**config.mk**
```make
export PLATFORM = sky130hd
export DESIGN_NAME = io_uart_tx
export DESIGN_NICKNAME = d
export VERILOG_FILES = /design/src/rtl/io_uart_pkg.sv /design/src/rtl/io_sync_fifo.sv /design/src/rtl/io_uart_tx.sv
export SDC_FILE = /design/constraint.sdc
export NUM_CORES = 1
export LEC_CHECK = 0
export ABC_AREA = 0
export BUFFER_PORTS_ARGS = -buffer_cell sky130_fd_sc_hd__buf_2
export CORE_MARGIN = 2
export CORE_UTILIZATION = 55
export CTS_BUF_LIST = sky130_fd_sc_hd__clkbuf_8
export DETAILED_ROUTE_END_ITERATION = 6
export GPL_TIMING_DRIVEN = 0
export HOLD_SLACK_MARGIN = 0.02
export PLACE_DENSITY = 0.85
export SYNTH_ARGS = -nofsm -noshare
export SYNTH_HDL_FRONTEND = slang
export SYNTH_SLANG_ARGS = --single-unit
```
**constraint.sdc**
```tcl
create_clock -name clk -period 3.85 [get_ports clk]
set_clock_uncertainty 0.1 [all_clocks]
set_input_delay 0.5775 -clock clk [delete_from_list [all_inputs] [get_ports clk]]
set_output_delay 0.5775 -clock clk [all_outputs]
set_load 0.02 [all_outputs]
```
**src/rtl/io_uart_pkg.sv**
```systemverilog
// rtl/io_uart_pkg.sv - shared types and constants for the io_uart_tx peripheral
//
// Purpose:
//   FSM state encoding, UART framing constants and the CPU address that
//   produces the io_write strobe. Imported by io_uart_tx.
//   The PARITY state value always exists; it is only reachable when
//   IO_UART_PARITY_EN is defined.

package io_uart_pkg;

  typedef enum logic [2:0] {
    IDLE   = 3'd0,
    START  = 3'd1,
    DATA   = 3'd2,
    PARITY = 3'd3,
    STOP   = 3'd4
  } uart_state_t;

  localparam int UART_DATA_BITS = 8;

  // RAM address whose write is decoded by the CPU into io_write/io_data.
  localparam logic [7:0] IO_ADDR = 8'hFF;

  // Even parity: the parity bit makes the total number of ones even.
  function automatic logic even_parity(input logic [7:0] b);
    return ^b;
  endfunction

endpackage

```
**src/rtl/io_sync_fifo.sv**
```systemverilog
// rtl/io_sync_fifo.sv - single-clock word FIFO with combinational head
//
// Purpose:
//   Small synchronous FIFO. The head entry is visible on rdata without a
//   read latency so the consumer can pop and capture in the same edge.
//   Pop when empty is ignored. Push when full is ignored unless a pop
//   happens at the same edge, which frees the slot being written.
//   Full and empty are told apart by count, not by pointer comparison.
//
// Parameters:
//   WIDTH  entry width in bits
//   DEPTH  number of entries; power of two, >= 2
//
// Ports:
//   clk    clock, posedge
//   rst    synchronous active-high reset; empties the FIFO
//   push   write wdata at this edge
//   pop    drop the head entry at this edge
//   wdata  entry to write
//   rdata  current head entry (undefined content when count == 0)
//   count  occupancy, 0..DEPTH

module io_sync_fifo #(
  parameter int WIDTH = 8,
  parameter int DEPTH = 8
) (
  input  logic                   clk,
  input  logic                   rst,
  input  logic                   push,
  input  logic                   pop,
  input  logic [WIDTH-1:0]       wdata,
  output logic [WIDTH-1:0]       rdata,
  output logic [$clog2(DEPTH):0] count
);

  localparam int AW = $clog2(DEPTH);
  localparam int CW = AW + 1;
  localparam logic [CW-1:0] FULL_CNT = CW'(DEPTH);

  logic [WIDTH-1:0] mem [DEPTH];
  logic [AW-1:0]    wr_ptr;
  logic [AW-1:0]    rd_ptr;
  logic             do_push;
  logic             do_pop;

  assign do_pop  = pop && (count != '0);
  assign do_push = push && ((count < FULL_CNT) || do_pop);
  assign rdata   = mem[rd_ptr];

  // Storage carries no reset; contents are meaningless until counted in.
  always_ff @(posedge clk) begin
    if (do_push) begin
      mem[wr_ptr] <= wdata;
    end
  end

  // Pointers are AW bits wide, so they wrap modulo DEPTH on their own.
  always_ff @(posedge clk) begin
    if (rst) begin
      wr_ptr <= '0;
      rd_ptr <= '0;
      count  <= '0;
    end else begin
      if (do_push) begin
        wr_ptr <= wr_ptr + 1'b1;
      end
      if (do_pop) begin
        rd_ptr <= rd_ptr + 1'b1;
      end
      case ({do_push, do_pop})
        2'b10:   count <= count + 1'b1;
        2'b01:   count <= count - 1'b1;
        default: count <= count;
      endcase
    end
  end

endmodule

```
**src/rtl/io_uart_tx.sv**
```systemverilog
// rtl/io_uart_tx.sv - CPU io_write strobe to buffered 8N1/8E1 UART transmitter
//
// Purpose:
//   Each io_write strobe pushes one word into a FIFO; words arriving while
//   the FIFO is full (and not being popped) are dropped and set a sticky
//   overflow flag. A transmit FSM sends the low BYTES_PER_WORD bytes of
//   each word, lowest byte first, LSB first within a byte, one start bit,
//   eight data bits, optional even parity, one stop bit.
//
// Configuration:
//   IO_UART_PARITY_EN  when defined, an even parity bit follows the data
//                      bits (8E1); otherwise frames are 8N1.
//
// Parameters:
//   CLKS_PER_BIT    clk cycles per UART bit, 2..65535
//   FIFO_DEPTH      word entries, power of two, >= 2
//   BYTES_PER_WORD  bytes sent per word, 1..8
//
// Ports:
//   clk             clock, posedge
//   rst             synchronous active-high reset; aborts any frame
//   io_write        one-cycle write strobe, no backpressure
//   io_data         64-bit word, valid with io_write
//   clear_overflow  clears overflow (a simultaneous drop wins)
//   tx              registered UART line, idle high
//   busy            FSM not idle or FIFO non-empty
//   overflow        sticky: a word was dropped
//   fifo_count      FIFO occupancy

module io_uart_tx
  import io_uart_pkg::*;
#(
  parameter int CLKS_PER_BIT   = 16,
  parameter int FIFO_DEPTH     = 8,
  parameter int BYTES_PER_WORD = 1
) (
  input  logic                        clk,
  input  logic                        rst,
  input  logic                        io_write,
  input  logic [63:0]                 io_data,
  input  logic                        clear_overflow,
  output logic                        tx,
  output logic                        busy,
  output logic                        overflow,
  output logic [$clog2(FIFO_DEPTH):0] fifo_count
);

  localparam int CW = $clog2(FIFO_DEPTH) + 1;
  localparam int BW = $clog2(CLKS_PER_BIT);
  localparam int WW = UART_DATA_BITS * BYTES_PER_WORD;

  localparam logic [CW-1:0] FULL_CNT  = CW'(FIFO_DEPTH);
  localparam logic [BW-1:0] BAUD_LAST = BW'(CLKS_PER_BIT - 1);
  localparam logic [2:0]    BIT_LAST  = 3'(UART_DATA_BITS - 1);
  localparam logic [2:0]    BYTE_LAST = 3'(BYTES_PER_WORD - 1);

  uart_state_t   state;
  logic [BW-1:0] baud_cnt;
  logic [2:0]    bit_idx;
  logic [2:0]    bit_nxt;
  logic [2:0]    byte_idx;
  logic [WW-1:0] shift_reg;
  logic [7:0]    cur_byte;

  logic [WW-1:0] fifo_rdata;
  logic          fifo_pop;
  logic          fifo_empty;
  logic          fifo_accept;
  logic          baud_done;
  logic          last_byte;

  // Only the low BYTES_PER_WORD bytes are stored; the rest are discarded.
  logic          unused_data;
  assign unused_data = ^io_data;

  io_sync_fifo #(
    .WIDTH (WW),
    .DEPTH (FIFO_DEPTH)
  ) u_fifo (
    .clk   (clk),
    .rst   (rst),
    .push  (io_write),
    .pop   (fifo_pop),
    .wdata (io_data[WW-1:0]),
    .rdata (fifo_rdata),
    .count (fifo_count)
  );

  assign fifo_empty = (fifo_count == '0);
  assign baud_done  = (baud_cnt == BAUD_LAST);
  assign last_byte  = (byte_idx == BYTE_LAST);
  assign bit_nxt    = bit_idx + 3'd1;

  // The byte on the wire is always the bottom of the shift register;
  // moving to the next byte shifts the word down by eight.
  assign cur_byte   = shift_reg[7:0];

  // The FSM takes a word either from IDLE or straight out of the last
  // stop bit, so consecutive words go out without an idle gap.
  assign fifo_pop = !fifo_empty &&
                    ((state == IDLE) || ((state == STOP) && baud_done && last_byte));

  // A pop at the same edge frees a slot, so a full FIFO can still accept.
  assign fifo_accept = (fifo_count < FULL_CNT) || fifo_pop;

  assign busy = (state != IDLE) || !fifo_empty;

  // tx is assigned on each state entry so it comes straight from a flop.
  always_ff @(posedge clk) begin
    if (rst) begin
      state     <= IDLE;
      baud_cnt  <= '0;
      bit_idx   <= '0;
      byte_idx  <= '0;
      shift_reg <= '0;
      tx        <= 1'b1;
    end else begin
      case (state)
        IDLE: begin
          baud_cnt <= '0;
          tx       <= 1'b1;
          if (!fifo_empty) begin
            shift_reg <= fifo_rdata;
            byte_idx  <= '0;
            state     <= START;
            tx        <= 1'b0;
          end
        end

        START: begin
          if (baud_done) begin
            baud_cnt <= '0;
            bit_idx  <= '0;
            state    <= DATA;
            tx       <= cur_byte[0];
          end else begin
            baud_cnt <= baud_cnt + 1'b1;
          end
        end

        DATA: begin
          if (baud_done) begin
            baud_cnt <= '0;
            if (bit_idx == BIT_LAST) begin
`ifdef IO_UART_PARITY_EN
              state <= PARITY;
              tx    <= even_parity(cur_byte);
`else
              state <= STOP;
              tx    <= 1'b1;
`endif
            end else begin
              bit_idx <= bit_nxt;
              tx      <= cur_byte[bit_nxt];
            end
          end else begin
            baud_cnt <= baud_cnt + 1'b1;
          end
        end

`ifdef IO_UART_PARITY_EN
        PARITY: begin
          if (baud_done) begin
            baud_cnt <= '0;
            state    <= STOP;
            tx       <= 1'b1;
          end else begin
            baud_cnt <= baud_cnt + 1'b1;
          end
        end
`endif

        STOP: begin
          if (baud_done) begin
            baud_cnt <= '0;
            if (!last_byte) begin
              byte_idx  <= byte_idx + 3'd1;
              shift_reg <= shift_reg >> UART_DATA_BITS;
              state     <= START;
              tx        <= 1'b0;
            end else if (!fifo_empty) begin
              shift_reg <= fifo_rdata;
              byte_idx  <= '0;
              state     <= START;
              tx        <= 1'b0;
            end else begin
              state <= IDLE;
              tx    <= 1'b1;
            end
          end else begin
            baud_cnt <= baud_cnt + 1'b1;
          end
        end

        default: begin
          state    <= IDLE;
          baud_cnt <= '0;
          tx       <= 1'b1;
        end
      endcase
    end
  end

  // A drop at the same edge as clear_overflow keeps the flag set.
  always_ff @(posedge clk) begin
    if (rst) begin
      overflow <= 1'b0;
    end else if (io_write && !fifo_accept) begin
      overflow <= 1'b1;
    end else if (clear_overflow) begin
      overflow <= 1'b0;
    end
  end

endmodule

```
# After elaboration in Yosys (flattened, before gate mapping)
# Memories as Yosys holds them, arrays and structs flattened. A register that Yosys moved wholly into a read port is not among the register bits.
# Cells that the tools add are included.
[word_totals] in_bits=68 wordCells=97 reg_bits=33 memories=1 output_inout_bits=7 ram_bits=64
[classes] bitwise_logic=1 n_lt_le_gt_ge=2 n_mux=36 reduce_logical=27 addsub=7 n_eq_ne=13
[memory_table] memory="u_fifo.mem" depth=8 width=8 read_ports=1 rd_clocked_by_memory_dff=1 write_ports=1 line="io_sync_fifo.sv:40" rtl="logic [WIDTH-1:0] mem [DEPTH];"
[ops] op="2-to-1 mux 3 bit" count=13
[ops] op="2-to-1 mux 8 bit" count=3
[ops] op="one-hot mux 8 bit (2 select lines)" count=1
[ops] op="2-to-1 mux 1 bit" count=13
[ops] op="adder 3 x 1 -> 3 bit (second input constant)" count=4
[ops] op="inequality test 2 bit (second input constant)" count=6
[ops] op="one-hot mux 3 bit (2 select lines)" count=2
[ops] op="one-hot mux 3 bit (4 select lines)" count=1
[ops] op="adder 4 x 1 -> 4 bit (second input constant)" count=2
[ops] op="one-hot mux 4 bit (2 select lines)" count=1
[ops] op="nonzero test 2 bit" count=4
[ops] op="== test 3 bit (second input constant)" count=2
[ops] op="logical AND 1 bit" count=6
[ops] op="zero test 3 bit" count=2
[ops] op="OR reduction 3 bit" count=2
[ops] op="AND reduction 5 bit" count=1
[ops] op="== test 4 bit (second input constant)" count=1
[ops] op="zero test 4 bit" count=1
[ops] op="logical OR 1 bit" count=4
[ops] op="< comparator 3 x 4 -> 1 bit (second input constant)" count=1
[ops] op="< comparator 4 bit (second input constant)" count=1
[ops] op="one-hot mux 1 bit (4 select lines)" count=1
[ops] op="AND reduction 4 bit" count=1
[ops] op="nonzero test 4 bit" count=1
[ops] op="other kinds (11)" count=12

# Depth between registers and ports, before layout
[logic_depth] depth_word=10 mapped_depth=14 mapped_depth_nobuf=14

# Modules after synthesis
# Synthesis repeated with hierarchy kept, for this count alone.
[hier_totals] cells_unflattened=304 hier_area_um2=4341.7
[by_module_without_submodules] module="io_sync_fifo" cells_per_inst=163 n_inst=1 seq_area_each_um2=2182.1 area_per_inst_um2=3099.2
[by_module_without_submodules] module="io_uart_tx" cells_per_inst=141 n_inst=1 seq_area_each_um2=460.4 area_per_inst_um2=1242.4

# Worst setup path before layout
# Ideal clock, no wire load.
[synth_path] kind="flip-flop to flip-flop" start="reg byte_idx[1]" end="reg u_fifo.count[2]" t_arrival_ps=2523 n_path_buf=0 synth_period_minus_slack_ps=2694 required_ps=3680 path_stages_with_launch=15 setup_slack_ps=1156 setup_time_ps=70 cell_sequence="dfxtp_1 -> inv_1 -> ha_1 -> nand2b_4 -> o21ai_2 -> a21boi_0 -> nor2b_1 -> inv_1 -> ha_1 -> xor2_1 -> ha_1 -> a21oi_1 -> xor2_1 -> or3_1 -> a21oi_1"
[synth_via] elab_chain_cells=9 elab_cells_between_ends=11 cone_classes="2 x eq/ne; 1 x mux; 8 x reduce/logical"
[synth_rtl] item="from (decl)" line="io_uart_tx.sv:61" rtl="logic [2:0] byte_idx;"
[synth_rtl] item="from (signal assigned)" line="io_uart_tx.sv:177" rtl="byte_idx <= byte_idx + 3'd1;"
[synth_rtl] item="zero test 3 bit *" line="io_uart_tx.sv:91" rtl="assign last_byte = (byte_idx == BYTE_LAST);"
[synth_rtl] item="logical AND 1 bit *" line="io_uart_tx.sv:101" rtl="((state == IDLE) || ((state == STOP) && baud_done && last_byte));"
[synth_rtl] item="logical OR 1 bit *" line="io_uart_tx.sv:101"
[synth_rtl] item="logical AND 1 bit *" line="io_uart_tx.sv:100" rtl="assign fifo_pop = !fifo_empty &&"
[synth_rtl] item="logical AND 1 bit *" line="io_sync_fifo.sv:46" rtl="assign do_pop = pop && (count != '0);"
[synth_rtl] item="logical OR 1 bit" line="io_sync_fifo.sv:47" rtl="assign do_push = push && ((count < FULL_CNT) || do_pop);"
[synth_rtl] item="logical AND 1 bit" line="io_sync_fifo.sv:47"
[synth_rtl] item="== test 2 x 1 -> 1 bit / == test 2 bit (equally long branches)" line="io_sync_fifo.sv:70" rtl="case ({do_push, do_pop})"
[synth_rtl] item="one-hot mux 4 bit (2 select lines) / nonzero test 2 bit (equally long branches)"
[synth_rtl] item="to (signal assigned)" line="io_sync_fifo.sv:71" rtl="2'b10: count <= count + 1'b1;"
[synth_rtl] item="to (signal assigned)" line="io_sync_fifo.sv:72" rtl="2'b01: count <= count - 1'b1;"
[synth_rtl] item="to (signal assigned)" line="io_sync_fifo.sv:73" rtl="default: count <= count;"
[synth_rtl] item="to (decl)" line="io_sync_fifo.sv:33" rtl="output logic [$clog2(DEPTH):0] count"
# Every way passes the cells marked *; elsewhere a longest branch is shown, timed or not.
# A chain may end at the register's enable or synchronous reset.

# Worst setup path after layout
[layout_path] start="reg byte_idx[1]" end="mem u_fifo.mem[6][4], enable pin"
[layout_via] elab_chain_cells=9
[layout_rtl] item="zero test 3 bit" line="io_uart_tx.sv:91"
[layout_rtl] item="logical AND 1 bit" line="io_uart_tx.sv:101"
[layout_rtl] item="logical OR 1 bit" line="io_uart_tx.sv:101"
[layout_rtl] item="logical AND 1 bit" line="io_uart_tx.sv:100"
[layout_rtl] item="logical AND 1 bit" line="io_sync_fifo.sv:46"
[layout_rtl] item="logical OR 1 bit" line="io_sync_fifo.sv:47"
[layout_rtl] item="logical AND 1 bit" line="io_sync_fifo.sv:47"
[layout_rtl] item="2-to-1 mux 1 bit" line="io_sync_fifo.sv:52" rtl="if (do_push) begin"
[layout_rtl] item="2-to-1 mux 1 bit (not written as such)" line="io_sync_fifo.sv:53" rtl="mem[wr_ptr] <= wdata;"
[layout_rtl] item="to (decl)" line="io_sync_fifo.sv:40"
# Every way passes these cells.

==> results.yml <==
yosys:
  ys_seq_area_share_pct: 62.0
  yosysTopAreaCell: "edfxtp_1"
  ys.flop_type: "edfxtp_1"
  synthDistinctLibCells: 52
  synthArstFlopShare_pct: 0
  synth_edf_count: 64
  syn_area_mm2: 0.00426
  synth.area.top_cells: "edfxtp_1 (45%), dfxtp_1 (17%), mux4_2 (9.5%)"
  syn_nets: 378
  avgSynthCellArea_um2: 14.2
  synth_top_area_share_pct: 45.1
  ys_ff_latch: 100
  syn_inst: 300
  ys_warn_count: 0
worst_setup_path:
  critPathCaptureType: "flop"
  r2r_slack_ns: 0.74
  r2r.worst_path.cells: 8
  r2r_start: "byte_idx[1]"
  critPathMaxFanout: 8
  cp.required_ns: 3.72
  r2r-end: "u_fifo.mem[6][4]"
  cp_data_arrival_time_ns: 2.99
  timing_worst_setup_path_type: "reg -> reg"
  setup.worst_path.start_class: "flop"
placed_design:
  hpwl_um: 5090
  placed_area_mm2: 0.00449
  globalplace.congestion: 0.851
  portBuffers: 17
  place_inst: 420
floorplan:
  core_mm2: 0.00761
  die_area_mm2: 0.00846
  rows: 32
  pin_count: 75
  die_w_um: 92
  start_util_pct: 56.0
  fp.dieH_um: 92
drt:
  drt_iter0_drc: 93
  via_count: 2464
  first_pass_iters: 4
  routed_via_density: 5.63
  ant_nets: 0
  routed_wl_um: 7420
  wl_per_cell_um: 16.9
  drc: 0
global_routing:
  overflow: 0
  grt_max_degree: 20
  grt_pass1_vias: 2440
  grt_antenna_before_repair: 0
  grt.total_usage_pct: 19.4
  grt_first_pass_wirelength_um: 12200
pwr:
  internal_power_mw: 1.89
  ir_drop_v: 0.000326
  pwr-share-seq_pct: 47.3
  p_per_area_mw_per_mm2: 594
  clkPwrFrac_pct: 22.8
  switching_share_pct: 32.1
  comb_power_share_pct: 29.9
  fin_total_pwr_mw: 2.79
  p_leak_nw: 1.66
  switchingPower_mw: 0.896
clock_tree:
  htree_levels: 3
  cts_buffers: 9
  cts.sinks: 100
  post-cts-setup-buffers: 0
  cts_tree: "done"
  clkSlewWorstSetupHoldPaths_ns: 0.11
  cts_buffer_depth: 2
  clk_latency_ns: 0.36
  cts_root_buffer: "clkbuf_8"
  cts-resized-gates: 0
  cts_hold_buffers: 0
sta:
  worstMarginPinSlew_ns: 1.27
  setup_viol: 0
  slew_headroom_pct: 14.7
  finalCriticalPeriod_ns: 3.11
  fin_crit_sh_pct: 80.8
  drv_slew: 0
  hold_violations: 0
  rsz0062_at_grt: "no"
  fmax_ghz: 0.321
  tns_ns: 0
cells_and_area:
  layout.nets: 409
  fin_cells: 438
  antenna_cells: 0
  postLayoutCoreUtil_pct: 61.7
  stdcell_area_mm2: 0.00470
  syn2layout_area_growth_pct: 10.3
  layout-drive-gt1-share_pct: 23.2
min_path:
  min_from: "baud_cnt[0]"
  worstHoldPathCells: 1
  min_path_type: "reg -> reg"
  whs_endpoint: "baud_cnt[0]"
job:
  cap_violations: 0
outcome:
  status: "complete, no violations"
[registers in the layout, indices dropped and copies added, names as in the netlist, named ones only]
register and flops:
u_fifo.count 4, state 3, bit_idx 3, tx 1, u_fifo.mem 64, u_fifo.rd_ptr 3, baud_cnt 4, overflow 1
cur_byte 8, byte_idx 3, u_fifo.wr_ptr 3
[layout make-up]
| cell class | instances | area, µm² |
|---|---|---|
| Fill cell | 587 | 2910 |
| Sequential cell | 100 | 2640 |
| Multi-Input combinational cell | 178 | 1490 |
| Tap cell | 102 | 128 |
| Clock buffer | 9 | 124 |
| Buffer | 15 | 116 |
| Timing Repair Buffer | 20 | 108 |
| Clock inverter | 7 | 66.3 |
| Inverter | 7 | 26.3 |
[stage by stage]
stage,hold slack [ns],setup slack (ns)
5_1_grt,0.364,0.444
3_5_place_dp,0.339,0.604
6_report,0.354,0.738
4_1_cts,0.359,0.560
2_1_floorplan,0.318,1.16
3_3_place_gp,0.331,0.305
[critical path, cell delays in order (launching register included)]
cell	delay, ns
dfxtp_1	0.34
inv_1	0.08
ha_1	0.22
nand2b_4	0.09
o21ai_2	0.21
a21boi_0	0.19
nor2b_1	0.26
inv_1	0.19
nor3_1	1.04
[logic make-up (layout without fill, tap and decap cells)]
kind of cell,Yosys count,after routing,share of synthesized area [%]
AOI/OAI and AO/OA,50,50,8.05
buffers and inverters,22,58,3.35
DFF,100,100,62.0
adders and majority gates,10,10,2.94
and+or+nand+nor,78,78,9.17
muxes,31,31,12.6
xor gates and xnor gates,9,9,1.85
[worst max path at each step]
stage	startpoint	endpoint	slack, ns	depth (start not counted)
global route	baud_cnt[0]	u_fifo.count[2]	0.44	13
floorplan	byte_idx[1]	u_fifo.count[2]	1.16	14
finish	byte_idx[1]	u_fifo.mem[6][4]	0.74	8
CTS	byte_idx[1]	u_fifo.mem[2][1]	0.56	8
global placement	baud_cnt[0]	u_fifo.mem[0][6]	0.31	7
detailed placement	baud_cnt[0]	u_fifo.mem[2][6]	0.60	7
[cell usage after synthesis (7+ instances only)]
library cell and instances:
nor3_1 7, mux2i_1 12, xor2_1 7, dfxtp_1 36, o21ai_0 15, mux4_2 18, nor2_1 27, ha_1 10
a21oi_1 11, edfxtp_1 64, inv_1 7, nand2_1 17
[per-layer routing]
layer  GRT usage, %  wire, µm  up-vias  share of wire [%]
met5              0         0        -                  0
met4           6.47        54        0               0.73
met3           4.44       216        4                2.9
met2           34.7      4010       37                 54
met1           23.0      3140     1231                 42
li1               -         -     1192                  -
[layout by cell type, fill, tap and decap left out, types with 3 or more instances in the layout]
master / Yosys / final
clkbuf_8: 3 / 12
nand2_1: 17 / 17
nand2b_1: 5 / 5
inv_6: 0 / 3
buf_2: 3 / 20
mux4_2: 18 / 18
or3_1: 5 / 5
inv_1: 7 / 7
a21oi_1: 11 / 11
a31oi_1: 3 / 3
dfxtp_1: 36 / 36
mux2i_1: 12 / 12
nor2_1: 27 / 27
o21ai_0: 15 / 15
ha_1: 10 / 10
a211oi_1: 3 / 3
buf_4: 1 / 3
buf_6: 3 / 3
buf_1: 3 / 3
nor3_1: 7 / 6
xor2_1: 7 / 7
edfxtp_1: 64 / 64
[power by group through the flow]
stage	Combinational (mW)	Sequential (mW)	Clock (mW)
after floorplan	0.632	1.35	0
after CTS	0.835	1.32	0.652
final	0.833	1.32	0.636
after global placement	0.805	1.34	0
after detailed placement	0.833	1.35	0
after global routing	0.919	1.33	0.691
Power figures use the tool's default switching activity.
